`src/rtl/uart_tx_fifo.sv`:
```
// uart_tx_fifo
//   Byte FIFO and launch sequencer placed directly in front of a UART transmit
//   port. Producers write bytes in bursts. The sequencer hands the bytes to the
//   UART one at a time and watches the UART busy signal, so producers never
//   have to poll it.
//
//   Optional feature macro: UART_TX_FIFO_OVF_EN
//     When defined, out_overflow becomes a sticky flag. It sets on a write that
//     is dropped because the FIFO is full, and on a busy-wait timeout. It clears
//     on a rising edge of in_ovf_clear. If a set and a clear land in the same
//     cycle, the set wins.
//     When not defined, out_overflow is tied to 0 and in_ovf_clear is ignored.
//
// Parameters
//   DEPTH_LOG2  FIFO depth is 2**DEPTH_LOG2 bytes
//   BUSY_TO     maximum number of cycles to wait for busy to rise after a launch;
//               0 means wait forever
//
// Ports
//   clk, rst_n       clock and asynchronous active-low reset
//   in_wr_en         producer write strobe, one byte per cycle
//   in_wr_data       producer byte
//   out_full         FIFO holds DEPTH bytes
//   out_empty        FIFO holds 0 bytes
//   out_count        number of bytes currently stored
//   out_idle         FIFO empty and sequencer in IDLE
//   out_uart_data    to the UART transmit data input; held from one pop to the next
//   out_uart_valid   to the UART transmit valid input; single-cycle pulse
//   in_uart_busy     from the UART busy output
//   in_ovf_clear     clears out_overflow on its rising edge (feature builds only)
//   out_overflow     sticky overflow flag (feature builds only, otherwise 0)
//
// Sequencer states
//   state       | meaning
//   S_IDLE      | waiting for a stored byte and a UART that is not busy; the pop happens here
//   S_LOAD      | out_uart_valid is high for this one cycle; the timeout counter is loaded
//   S_WAIT_BUSY | waiting for the UART to raise busy; the counter runs down toward the timeout
//   S_WAIT_DONE | UART frame in progress; leave when busy falls

module uart_tx_fifo #(
  parameter int DEPTH_LOG2 = 4,
  parameter int BUSY_TO    = 64
) (
  input  logic                  clk,
  input  logic                  rst_n,
  input  logic                  in_wr_en,
  input  logic [7:0]            in_wr_data,
  output logic                  out_full,
  output logic                  out_empty,
  output logic [DEPTH_LOG2:0]   out_count,
  output logic                  out_idle,
  output logic [7:0]            out_uart_data,
  output logic                  out_uart_valid,
  input  logic                  in_uart_busy,
  input  logic                  in_ovf_clear,
  output logic                  out_overflow
);

  localparam int DEPTH = 1 << DEPTH_LOG2;
  localparam int TO_W  = (BUSY_TO > 0) ? $clog2(BUSY_TO + 1) : 1;
  localparam logic [DEPTH_LOG2:0] DEPTH_C = (DEPTH_LOG2 + 1)'(DEPTH);
  localparam logic [TO_W-1:0]     TO_LOAD = TO_W'(BUSY_TO);
  localparam logic [TO_W-1:0]     TO_ONE  = TO_W'(1);

  typedef enum logic [1:0] {
    S_IDLE      = 2'd0,
    S_LOAD      = 2'd1,
    S_WAIT_BUSY = 2'd2,
    S_WAIT_DONE = 2'd3
  } state_t;

  state_t                state_q, state_d;
  logic [7:0]            mem [DEPTH];
  logic [DEPTH_LOG2-1:0] wptr, rptr;
  logic [DEPTH_LOG2:0]   count, count_nxt;
  logic                  full_q, empty_q;
  logic [7:0]            data_q;
  logic [TO_W-1:0]       to_cnt;
  logic                  wr_acc, pop, timeout;

  // Fullness is judged on the registered flag. A write that arrives in the
  // same cycle as a pop from a full FIFO is therefore still dropped.
  assign wr_acc = in_wr_en && !full_q;
  assign pop    = (state_q == S_IDLE) && !empty_q && !in_uart_busy;

  always_comb begin
    count_nxt = count;
    case ({wr_acc, pop})
      2'b10:   count_nxt = count + 1'b1;
      2'b01:   count_nxt = count - 1'b1;
      default: count_nxt = count;
    endcase
  end

  always_ff @(posedge clk) begin
    if (wr_acc) mem[wptr] <= in_wr_data;
  end

  always_ff @(posedge clk or negedge rst_n) begin
    if (!rst_n) begin
      wptr    <= '0;
      rptr    <= '0;
      count   <= '0;
      full_q  <= 1'b0;
      empty_q <= 1'b1;
      data_q  <= 8'h00;
    end else begin
      if (wr_acc) wptr <= wptr + 1'b1;
      if (pop) begin
        rptr   <= rptr + 1'b1;
        data_q <= mem[rptr];
      end
      count   <= count_nxt;
      full_q  <= (count_nxt == DEPTH_C);
      empty_q <= (count_nxt == '0);
    end
  end

  always_ff @(posedge clk or negedge rst_n) begin
    if (!rst_n) state_q <= S_IDLE;
    else        state_q <= state_d;
  end

  always_comb begin
    state_d = state_q;
    timeout = 1'b0;
    case (state_q)
      S_IDLE: begin
        if (pop) state_d = S_LOAD;
      end
      S_LOAD: begin
        state_d = S_WAIT_BUSY;
      end
      S_WAIT_BUSY: begin
        if (in_uart_busy) begin
          state_d = S_WAIT_DONE;
        end else if ((BUSY_TO != 0) && (to_cnt == TO_ONE)) begin
          // The UART never took the byte; abandon it and move on.
          state_d = S_IDLE;
          timeout = 1'b1;
        end
      end
      S_WAIT_DONE: begin
        if (!in_uart_busy) state_d = S_IDLE;
      end
      default: state_d = S_IDLE;
    endcase
  end

  // Down-counter loaded with BUSY_TO in LOAD. It reaches its terminal count
  // after BUSY_TO cycles in WAIT_BUSY and saturates at zero.
  always_ff @(posedge clk or negedge rst_n) begin
    if (!rst_n) begin
      to_cnt <= '0;
    end else if (state_q == S_LOAD) begin
      to_cnt <= TO_LOAD;
    end else if ((state_q == S_WAIT_BUSY) && (to_cnt != '0)) begin
      to_cnt <= to_cnt - 1'b1;
    end
  end

`ifdef UART_TX_FIFO_OVF_EN
  logic ovf_clr_q, ovf_q;

  always_ff @(posedge clk or negedge rst_n) begin
    if (!rst_n) begin
      ovf_clr_q <= 1'b0;
      ovf_q     <= 1'b0;
    end else begin
      ovf_clr_q <= in_ovf_clear;
      if ((in_wr_en && full_q) || timeout) ovf_q <= 1'b1;
      else if (in_ovf_clear && !ovf_clr_q) ovf_q <= 1'b0;
    end
  end

  assign out_overflow = ovf_q;
`else
  logic unused_ovf_sigs;
  assign unused_ovf_sigs = in_ovf_clear ^ timeout;
  assign out_overflow    = 1'b0;
`endif

  assign out_full       = full_q;
  assign out_empty      = empty_q;
  assign out_count      = count;
  assign out_idle       = empty_q && (state_q == S_IDLE);
  assign out_uart_data  = data_q;
  assign out_uart_valid = (state_q == S_LOAD);

endmodule

```
`config.mk`:
```
export PLATFORM = sky130hd
export DESIGN_NAME = uart_tx_fifo
export DESIGN_NICKNAME = d
export VERILOG_FILES = /design/src/rtl/uart_tx_fifo.sv
export SDC_FILE = /design/constraint.sdc
export NUM_CORES = 1
export LEC_CHECK = 0
export CAP_MARGIN = 10
export CORE_AREA = 2 2 152 154
export CTS_BUF_LIST = sky130_fd_sc_hd__clkbuf_4 sky130_fd_sc_hd__clkbuf_8
export CTS_CLUSTER_SIZE = 25
export DETAILED_ROUTE_END_ITERATION = 7
export DIE_AREA = 0 0 154 156
export GPL_TIMING_DRIVEN = 0
export SLEW_MARGIN = 20
export SYNTH_ARGS = -nofsm -noshare
export SYNTH_HDL_FRONTEND = slang
export SYNTH_SLANG_ARGS = --single-unit
```
`constraint.sdc`:
```
create_clock -name clk -period 8.7 [get_ports clk]
set_clock_uncertainty 0.1 [all_clocks]
set_input_delay 2.61 -clock clk [delete_from_list [all_inputs] [get_ports clk]]
set_output_delay 2.61 -clock clk [all_outputs]
set_load 0.1 [all_outputs]
```
==> results of run 1 <==
## worst paths after layout
kind                                   startpoint                endpoint  slack, ns
setup / recovery                     in_uart_busy      out_full$_DFF_PN0_       3.38
hold / removal             out_count[4]$_DFF_PN0_  out_count[4]$_DFF_PN0_       0.40
setup reg to reg           state_q[0]$_DFFE_PN0P_      out_full$_DFF_PN0_       5.47
hold reg to reg            out_count[4]$_DFF_PN0_  out_count[4]$_DFF_PN0_       0.40
max in group asynchronous                   rst_n     out_empty$_DFF_PN1_       6.01
min in group asynchronous                   rst_n     wptr[3]$_DFFE_PN0P_       1.98
## sequential cells by signal, indices dropped and copies added (netlist names)
| signal | flops |
|---|---|
| out_empty | 1 |
| wptr | 4 |
| state_q | 2 |
| rptr | 4 |
| mem | 128 |
| out_uart_data | 8 |
| to_cnt | 7 |
| out_full | 1 |
| out_count | 5 |
## layer usage
metal  vias to the layer above  part of all wire (%)  global-route usage [%]
met2                        77                    49                   19.13
li1                       1641                     -                       -
met5                         -                     0                       0
met1                      1860                    46                   15.56
met3                        15                   4.3                   3.333
met4                         0                   1.2                   3.961
## area by class of cell
type                       count  area (µm²)  share of cell area (%)
timing repair buffer          31       317.8                   4.119
buffer                        19       96.34                   1.249
clock inverter                11       133.9                   1.735
inverter                       9       33.78                  0.4379
sequential                   160        4646                   60.22
tap                          285       356.6                   4.622
multi-input combinational    213        1867                   24.20
clock buffer                  21       264.0                   3.422
## synthesized netlist by cell type, types with 3 or more instances
| cell type | instances | area, µm² |
|---|---|---|
| nand2b_1 | 3 | 18.77 |
| nand2_1 | 25 | 93.84 |
| xnor2_1 | 10 | 87.58 |
| mux2i_1 | 16 | 160.2 |
| o22ai_1 | 6 | 37.54 |
| inv_1 | 9 | 33.78 |
| a221o_1 | 8 | 80.08 |
| nor3_1 | 13 | 65.06 |
| o21bai_1 | 6 | 45.04 |
| mux2_2 | 21 | 236.5 |
| buf_2 | 4 | 20.02 |
| a21oi_1 | 9 | 45.04 |
| dfrtp_1 | 31 | 775.7 |
| clkbuf_1 | 9 | 33.78 |
| nor2b_1 | 4 | 25.02 |
| nor2_1 | 21 | 78.83 |
| xor2_1 | 5 | 43.79 |
| ha_1 | 11 | 137.6 |
| mux4_2 | 20 | 450.4 |
| o21ai_0 | 12 | 60.06 |
| edfxtp_1 | 128 | 3844 |
## report_power, final
part	switching, mW	internal, mW
clock	0.277	0.271
sequential	0.0804	0.962
combinational	0.702	0.403
total	1.06	1.64
## worst reg2reg max path, delay by kind of cell, from the launching register on
kind / cells / cell delay [ns]
buf+inv: 2 / 0.42
simple gates: 2 / 0.87
flops: 1 / 0.43
compound gates: 3 / 0.57
xor+xnor: 2 / 0.34
fa+ha+maj: 2 / 0.42
## cells by family (layout without fill, tap and decap cells)
| group | count (synthesis) | count (layout) | synth area share (%) |
|---|---|---|---|
| AO/OA/AOI/OAI | 51 | 51 | 5.460 |
| AND/OR/NAND/NOR | 78 | 78 | 5.517 |
| other | 1 | 1 | 0.05662 |
| flip-flops | 160 | 160 | 70.15 |
| buffers and inverters | 28 | 91 | 1.965 |
| XOR/XNOR | 15 | 15 | 1.984 |
| adder cells (fa/ha/maj) | 11 | 11 | 2.078 |
| multiplexers | 57 | 57 | 12.79 |
## through the flow
step / utilization [%] / hold WS (ns) / total power, mW / instances / worst slack [ns]
after floorplan: - / 0.3675 / 1.879 / 401 / 2.859
after global placement: 32.46 / 0.3874 / 2.133 / 714 / 3.013
after detailed placement: 32.72 / 0.3972 / 2.174 / 717 / 2.899
after CTS: 34.50 / 0.4111 / 2.721 / 749 / 3.374
after global routing: 34.50 / 0.4425 / 2.842 / 749 / 3.110
final: 34.50 / 0.4033 / 2.695 / 749 / 3.384
==> report_table.html, run 1 <==
<table>
<tr><th>Metric</th><th>Value</th></tr>
<tr><th colspan="2">Placement</th></tr>
<tr><td>RD Place Congestion</td><td>0.7677</td></tr>
<tr><td>Placed standard-cell area</td><td>7317 µm²</td></tr>
<tr><td>HPWL after DPL</td><td>9.111 mm</td></tr>
<tr><td>Input/output buffers</td><td>28</td></tr>
<tr><th colspan="2">Critical path</th></tr>
<tr><td>Req. time, crit path</td><td>8.96 ns</td></tr>
<tr><td>Cell with the largest stage delay on the worst path</td><td>or4_1</td></tr>
<tr><td>Crit-path leading delay family</td><td>buffers and inverters</td></tr>
<tr><td>Number of buffers and inverters on the critical path</td><td>3</td></tr>
<tr><td>Type of the worst setup path</td><td>in2reg</td></tr>
<tr><td>Startpoint type of the worst setup path</td><td>input port</td></tr>
<tr><td>Path depth of the worst reg2reg path</td><td>11</td></tr>
<tr><td>Maximum fanout encountered on the critical timing path</td><td>9</td></tr>
<tr><td>Signal arrival time at the worst endpoint</td><td>5.58 ns</td></tr>
<tr><td>Highest cell delay on the worst timing path</td><td>0.54 ns</td></tr>
<tr><td>Cells traversed along the worst timing path</td><td>clkdlybuf4s50_1 -&gt; or4_1 -&gt; inv_1 -&gt; ha_1 -&gt; buf_2 -&gt; xor2_1 -&gt; ha_1 -&gt; o21ai_0 -&gt; a21oi_1 -&gt; a2111oi_2 -&gt; xor2_1 -&gt; nor3b_1</td></tr>
<tr><td>Nature of the critical path endpoint</td><td>register</td></tr>
<tr><td>Number of gates on the worst path with buffers counted</td><td>12</td></tr>
<tr><th colspan="2">Floorplan</th></tr>
<tr><td>Cell Rows</td><td>55</td></tr>
<tr><td>Number of ports placed on the die boundary</td><td>31</td></tr>
<tr><td>Starting Density</td><td>29.61%</td></tr>
<tr><td>Placeable core region</td><td>22370 µm²</td></tr>
<tr><td>Area enclosed by the die boundary</td><td>24020 µm²</td></tr>
<tr><td>Vertical die dimension</td><td>156 µm</td></tr>
<tr><td>Die Width</td><td>154 µm</td></tr>
<tr><th colspan="2">Finish</th></tr>
<tr><td>Final net count</td><td>475</td></tr>
<tr><td>Share of post-route cells with drive strength above 1</td><td>20.04%</td></tr>
<tr><td>Post-route cell area</td><td>7715 µm²</td></tr>
<tr><td>FILL cells</td><td>2112</td></tr>
<tr><td>Most common library cell in the layout ignoring fill and taps</td><td>edfxtp_1</td></tr>
<tr><td>Top library cells by usage in the layout, fill and taps aside</td><td>128 x edfxtp_1, 31 x dfrtp_1, 27 x clkdlybuf4s50_1</td></tr>
<tr><td>Signed area change from the synthesized netlist to the final layout</td><td>16.49%</td></tr>
<tr><td>Antenna diode instance count</td><td>0</td></tr>
<tr><th colspan="2">Timing</th></tr>
<tr><td>Maximum clock rate</td><td>188.1 MHz</td></tr>
<tr><td>Final period utilization</td><td>61.10%</td></tr>
<tr><td>Relative slew slack</td><td>33.65%</td></tr>
<tr><td>Final Slew Violations</td><td>0</td></tr>
<tr><td>Worst slew pin tran</td><td>0.9917 ns</td></tr>
<tr><td>Unrepaired setup endpoints after global routing</td><td>false</td></tr>
<tr><td>Count of final hold-check violations</td><td>0</td></tr>
<tr><td>Number of failing setup endpoints in the final timing report</td><td>0</td></tr>
<tr><td>Setup tns final</td><td>0 ns</td></tr>
<tr><td>Minimum clock period after layout</td><td>5.316 ns</td></tr>
<tr><th colspan="2">Synthesis</th></tr>
<tr><td>EDFF count, synth</td><td>128</td></tr>
<tr><td>Synthesized area</td><td>6623 µm²</td></tr>
<tr><td>Post-synthesis average cell area</td><td>16.52 µm²</td></tr>
<tr><td>Predominant post-synthesis flop cell</td><td>edfxtp_1</td></tr>
<tr><td>Register area share after synthesis</td><td>70.15%</td></tr>
<tr><td>Number of synthesized register bits</td><td>160</td></tr>
<tr><td>Gate count of the mapped netlist</td><td>401</td></tr>
<tr><td>Number of nets in the synthesized netlist</td><td>425</td></tr>
<tr><td>Count of different cell masters after synthesis</td><td>45</td></tr>
<tr><td>Fraction of synthesis flops using an asynchronous set or reset pin</td><td>20.00%</td></tr>
<tr><td>Synthesis Warnings</td><td>0</td></tr>
<tr><th colspan="2">Worst hold path</th></tr>
<tr><td>Cell depth of the worst min-delay path</td><td>1</td></tr>
<tr><td>Classification of the worst-slack hold path</td><td>reg2reg</td></tr>
<tr><th colspan="2">Routing</th></tr>
<tr><td>Post-route DRC violation count</td><td>0</td></tr>
<tr><td>Iteration count of the initial detailed-routing pass</td><td>4</td></tr>
<tr><td>Initial drt markers</td><td>308</td></tr>
<tr><td>Routed wire length</td><td>13.53 mm</td></tr>
<tr><td>Total number of vias</td><td>3593</td></tr>
<tr><td>Routed len/inst</td><td>18.06 µm</td></tr>
<tr><td>Post-route antenna net violation count</td><td>0</td></tr>
<tr><td>Average vias per placed instance</td><td>4.797</td></tr>
<tr><th colspan="2">Clock network</th></tr>
<tr><td>Number of buffers on the longest clock path</td><td>2</td></tr>
<tr><td>Clock tree sinks</td><td>160</td></tr>
<tr><td>Clock-pin slew on the worst setup and hold paths</td><td>0.08 ns</td></tr>
<tr><td>CTS tree</td><td>built</td></tr>
<tr><td>Root Buffer Master</td><td>clkbuf_8</td></tr>
<tr><td># Post-CTS Setup Buffers</td><td>0</td></tr>
<tr><td>Number of cells upsized or downsized after cts</td><td>0</td></tr>
<tr><td>Inserted Clock Buffers</td><td>17</td></tr>
<tr><td>Worst-skew pair later-pin latency</td><td>0.45 ns</td></tr>
<tr><td>Count of hold buffers inserted by post-cts repair</td><td>0</td></tr>
<tr><td>Deepest level of the CTS H-tree</td><td>4</td></tr>
<tr><th colspan="2">Pwr</th></tr>
<tr><td>Total power divided by cell area</td><td>349.3 nW/µm²</td></tr>
<tr><td>Maximum resistive drop on vdd</td><td>207.0 µV</td></tr>
<tr><td>Leak pwr</td><td>2.640 nW</td></tr>
<tr><th colspan="2">GRT</th></tr>
<tr><td>Pin count of the biggest net entering global routing</td><td>21</td></tr>
<tr><td>Total congestion overflow</td><td>0</td></tr>
<tr><td>First-pass GRT wire length</td><td>21.24 mm</td></tr>
<tr><td>All-layer global routing usage</td><td>11.89%</td></tr>
<tr><td>Via count of the first global-routing pass</td><td>3730</td></tr>
<tr><td>Initial antenna violation count</td><td>0</td></tr>
<tr><th colspan="2">Job</th></tr>
<tr><td>Max capacitance violation total</td><td>0</td></tr>
<tr><th colspan="2">Outcome</th></tr>
<tr><td>Run status</td><td>complete, no violations</td></tr>
</table>
(Power assumes the default switching activity.)
==> run 2: changes to the inputs <==
clock period = 4.31 ns   (was 8.7 ns; I/O delays follow)
==> run 2 against run 1 <==
Net effect:
- sequential power grew 100%
- via count shrank 0.97%
- count of clock-buffer cells in the layout down 3
- critical endpoint unchanged
- largest power group unchanged
==> report_table.html, run 2 (synthesis results as in run 1) <==
<table>
<tr><th>Metric</th><th>Value</th></tr>
<tr><th colspan="2">Clock network</th></tr>
<tr><td>Number of buffers on the longest clock path</td><td>2 (unchanged)</td></tr>
<tr><td>Count of hold buffers inserted by post-cts repair</td><td>0 (unchanged)</td></tr>
<tr><td>Deepest level of the CTS H-tree</td><td>4 (unchanged)</td></tr>
<tr><td>Clock tree sinks</td><td>160 (unchanged)</td></tr>
<tr><td>Number of cells upsized or downsized after cts</td><td>0 (unchanged)</td></tr>
<tr><td>CTS tree</td><td>built (unchanged)</td></tr>
<tr><td>Worst-skew pair later-pin latency</td><td>0.44 ns (was 0.45 ns)</td></tr>
<tr><td>Clock-pin slew on the worst setup and hold paths</td><td>0.08 ns (about the same)</td></tr>
<tr><td>Inserted Clock Buffers</td><td>17 (unchanged)</td></tr>
<tr><td># Post-CTS Setup Buffers</td><td>0 (unchanged)</td></tr>
<tr><td>Root Buffer Master</td><td>clkbuf_8 (unchanged)</td></tr>
<tr><th colspan="2">Timing</th></tr>
<tr><td>Setup tns final</td><td>0 ns (unchanged)</td></tr>
<tr><td>Final period utilization</td><td>93.71%</td></tr>
<tr><td>Count of final hold-check violations</td><td>0 (unchanged)</td></tr>
<tr><td>Number of failing setup endpoints in the final timing report</td><td>0 (unchanged)</td></tr>
<tr><td>Maximum clock rate</td><td>247.6 MHz</td></tr>
<tr><td>Final Slew Violations</td><td>0 (unchanged)</td></tr>
<tr><td>Relative slew slack</td><td>30.05% (was 33.65%)</td></tr>
<tr><td>Worst slew pin tran</td><td>1.045 ns (was 0.9917 ns)</td></tr>
<tr><td>Post-route worst hold slack</td><td>0.4214 ns (was 0.4033 ns)</td></tr>
<tr><td>Unrepaired setup endpoints after global routing</td><td>false (unchanged)</td></tr>
<tr><td>Worst Setup Slack, final</td><td>0.2710 ns (was 3.384 ns)</td></tr>
<tr><td>Minimum clock period after layout</td><td>4.039 ns</td></tr>
<tr><th colspan="2">Critical path</th></tr>
<tr><td>Highest cell delay on the worst timing path</td><td>0.54 ns (about the same)</td></tr>
<tr><td>Startpoint type of the worst setup path</td><td>input port (unchanged)</td></tr>
<tr><td>Type of the worst setup path</td><td>in2reg (unchanged)</td></tr>
<tr><td>Cells traversed along the worst timing path</td><td>clkdlybuf4s50_1 -&gt; or4_1 -&gt; inv_1 -&gt; ha_1 -&gt; buf_2 -&gt; xor2_1 -&gt; ha_1 -&gt; o21ai_0 -&gt; o2bb2ai_1 -&gt; a2111oi_2 -&gt; xor2_1 -&gt; nor3b_1 (was clkdlybuf4s50_1 -&gt; or4_1 -&gt; inv_1 -&gt; ha_1 -&gt; buf_2 -&gt; xor2_1 -&gt; ha_1 -&gt; o21ai_0 -&gt; a21oi_1 -&gt; a2111oi_2 -&gt; xor2_1 -&gt; nor3b_1)</td></tr>
<tr><td>Start of the worst register-to-register path</td><td>state_q[0]$_DFFE_PN0P_ (unchanged)</td></tr>
<tr><td>Nature of the critical path endpoint</td><td>register (unchanged)</td></tr>
<tr><td>Cell with the largest stage delay on the worst path</td><td>or4_1 (unchanged)</td></tr>
<tr><td>Number of buffers and inverters on the critical path</td><td>3 (unchanged)</td></tr>
<tr><td>Crit path from</td><td>in_uart_busy (unchanged)</td></tr>
<tr><td>Signal arrival time at the worst endpoint</td><td>4.30 ns (was 5.58 ns)</td></tr>
<tr><td>Req. time, crit path</td><td>4.57 ns (was 8.96 ns)</td></tr>
<tr><td>Maximum fanout encountered on the critical timing path</td><td>9 (unchanged)</td></tr>
<tr><td>Crit-path leading delay family</td><td>buffers and inverters (unchanged)</td></tr>
<tr><th colspan="2">Pwr</th></tr>
<tr><td>Leak pwr</td><td>2.632 nW (was 2.640 nW)</td></tr>
<tr><td>Total power after layout</td><td>5.408 mW (was 2.695 mW)</td></tr>
<tr><td>Switching pwr</td><td>2.136 mW (was 1.059 mW)</td></tr>
<tr><td>Share of total power in sequential cells</td><td>38.9% (was 38.7%)</td></tr>
<tr><td>Gate power share</td><td>41.3% (was 41.0%)</td></tr>
<tr><td>Maximum resistive drop on vdd</td><td>340.3 µV (was 207.0 µV)</td></tr>
<tr><td>Total power divided by cell area</td><td>702.3 nW/µm² (was 349.3 nW/µm²)</td></tr>
<tr><td>Part of the power in the clock network</td><td>19.8% (was 20.3%)</td></tr>
<tr><td>Switching share of power</td><td>39.50% (was 39.30%)</td></tr>
<tr><td>Internal power summed over all cells</td><td>3.271 mW (was 1.636 mW)</td></tr>
<tr><th colspan="2">GRT</th></tr>
<tr><td>All-layer global routing usage</td><td>11.95% (was 11.89%)</td></tr>
<tr><td>Total congestion overflow</td><td>0 (unchanged)</td></tr>
<tr><td>Initial antenna violation count</td><td>0 (unchanged)</td></tr>
<tr><td>Pin count of the biggest net entering global routing</td><td>21 (unchanged)</td></tr>
<tr><td>First-pass GRT wire length</td><td>21.24 mm (unchanged)</td></tr>
<tr><td>Via count of the first global-routing pass</td><td>3633 (was 3730)</td></tr>
<tr><th colspan="2">Placement</th></tr>
<tr><td>HPWL after DPL</td><td>8.962 mm (was 9.111 mm)</td></tr>
<tr><td>Minimum setup slack after placement</td><td>-0.1795 ns (was 2.899 ns)</td></tr>
<tr><td>Placed standard-cell area</td><td>7322 µm² (was 7317 µm²)</td></tr>
<tr><td>Input/output buffers</td><td>28 (unchanged)</td></tr>
<tr><td>RD Place Congestion</td><td>0.7749 (was 0.7677)</td></tr>
<tr><td>Number of instances in the placed design</td><td>717 (unchanged)</td></tr>
<tr><th colspan="2">Routing</th></tr>
<tr><td>Total number of vias</td><td>3558 (was 3593)</td></tr>
<tr><td>Post-route DRC violation count</td><td>0 (unchanged)</td></tr>
<tr><td>Initial drt markers</td><td>272 (was 308)</td></tr>
<tr><td>Average vias per placed instance</td><td>4.757 (was 4.797)</td></tr>
<tr><td>Routed len/inst</td><td>18.17 µm (was 18.06 µm)</td></tr>
<tr><td>Post-route antenna net violation count</td><td>0 (unchanged)</td></tr>
<tr><td>Routed wire length</td><td>13.59 mm (was 13.53 mm)</td></tr>
<tr><td>Iteration count of the initial detailed-routing pass</td><td>5 (was 4)</td></tr>
<tr><th colspan="2">Floorplan</th></tr>
<tr><td>Starting Density</td><td>29.61% (unchanged)</td></tr>
<tr><td>Cell Rows</td><td>55 (unchanged)</td></tr>
<tr><td>Placeable core region</td><td>22370 µm² (unchanged)</td></tr>
<tr><td>Die Width</td><td>154 µm (unchanged)</td></tr>
<tr><td>Number of ports placed on the die boundary</td><td>31 (unchanged)</td></tr>
<tr><td>Vertical die dimension</td><td>156 µm (unchanged)</td></tr>
<tr><td>Area enclosed by the die boundary</td><td>24020 µm² (unchanged)</td></tr>
<tr><th colspan="2">Finish</th></tr>
<tr><td>Top library cells by usage in the layout, fill and taps aside</td><td>128 x edfxtp_1, 31 x dfrtp_1, 27 x clkdlybuf4s50_1 (unchanged)</td></tr>
<tr><td>Share of post-route cells with drive strength above 1</td><td>19.65% (was 20.04%)</td></tr>
<tr><td>Cell Count, Final, Fillers Out</td><td>748 (was 749)</td></tr>
<tr><td>Largest register by flop count</td><td>mem (unchanged)</td></tr>
<tr><td>Max FFs per register</td><td>128 (unchanged)</td></tr>
<tr><td>Most common library cell in the layout ignoring fill and taps</td><td>edfxtp_1 (unchanged)</td></tr>
<tr><td>Post-route cell area</td><td>7700 µm² (was 7715 µm²)</td></tr>
<tr><td>Antenna diode instance count</td><td>0 (unchanged)</td></tr>
<tr><td>Final net count</td><td>475 (unchanged)</td></tr>
<tr><td>Signed area change from the synthesized netlist to the final layout</td><td>16.27% (was 16.49%)</td></tr>
<tr><td>Util after Layout</td><td>34.43% (was 34.50%)</td></tr>
<tr><th colspan="2">Worst hold path</th></tr>
<tr><td>Classification of the worst-slack hold path</td><td>reg2reg (unchanged)</td></tr>
<tr><td>Critical hold path startpoint</td><td>out_count[4]$_DFF_PN0_ (unchanged)</td></tr>
<tr><th colspan="2">Outcome</th></tr>
<tr><td>Run status</td><td>complete, no violations (unchanged)</td></tr>
<tr><th colspan="2">Job</th></tr>
<tr><td>Max capacitance violation total</td><td>0 (unchanged)</td></tr>
</table>
## run 2: per-layer routing
metal / track usage, % / wire length (µm) / vias up / share of wire [%]
met3: 3.056 / 587 / 11 / 4.3
met4: 3.827 / 140 / 0 / 1.0
met1: 15.48 / 6189 / 1811 / 46
met2: 19.71 / 6673 / 89 / 49
li1: - / - / 1647 / -
met5: 0 / 0 / - / 0
## run 2: final cells by class
class                           count  area [µm²]
Sequential cell                   160        4646
Timing Repair Buffer               31       317.8
Multi-Input combinational cell    213        1872
Buffer                             19       96.34
Fill cell                        2097       14670
Clock inverter                     13       136.4
Tap cell                          285       356.6
Clock buffer                       18       241.5
Inverter                            9       33.78
## run 2: final timing paths
kind,to,slack (ns),depth (start not counted)
worst max-delay path,out_full$_DFF_PN0_,0.27,12
worst min-delay path,out_count[4]$_DFF_PN0_,0.42,1
worst max register to register,out_full$_DFF_PN0_,1.02,11
worst min register to register,out_count[4]$_DFF_PN0_,0.42,1
max in group asynchronous,out_empty$_DFF_PN1_,2.95,2
min in group asynchronous,out_uart_data[5]$_DFFE_PN0P_,0.66,1
## run 2: power groups by stage
stage / Sequential, mW / Clock (mW) / Combinational, mW
floorplan: 2.55 / 0 / 1.24
global placement: 2.13 / 0 / 2.19
detailed placement: 2.14 / 0 / 2.25
CTS: 2.11 / 1.09 / 2.26
global route: 2.14 / 1.15 / 2.40
finish: 2.10 / 1.07 / 2.23
==> run 3: changes to the inputs <==
HOLD_SLACK_MARGIN = 0.03   (was default)
==> results of run 3 <==
Final layout, timing and power as in run 2 (identical DEF).
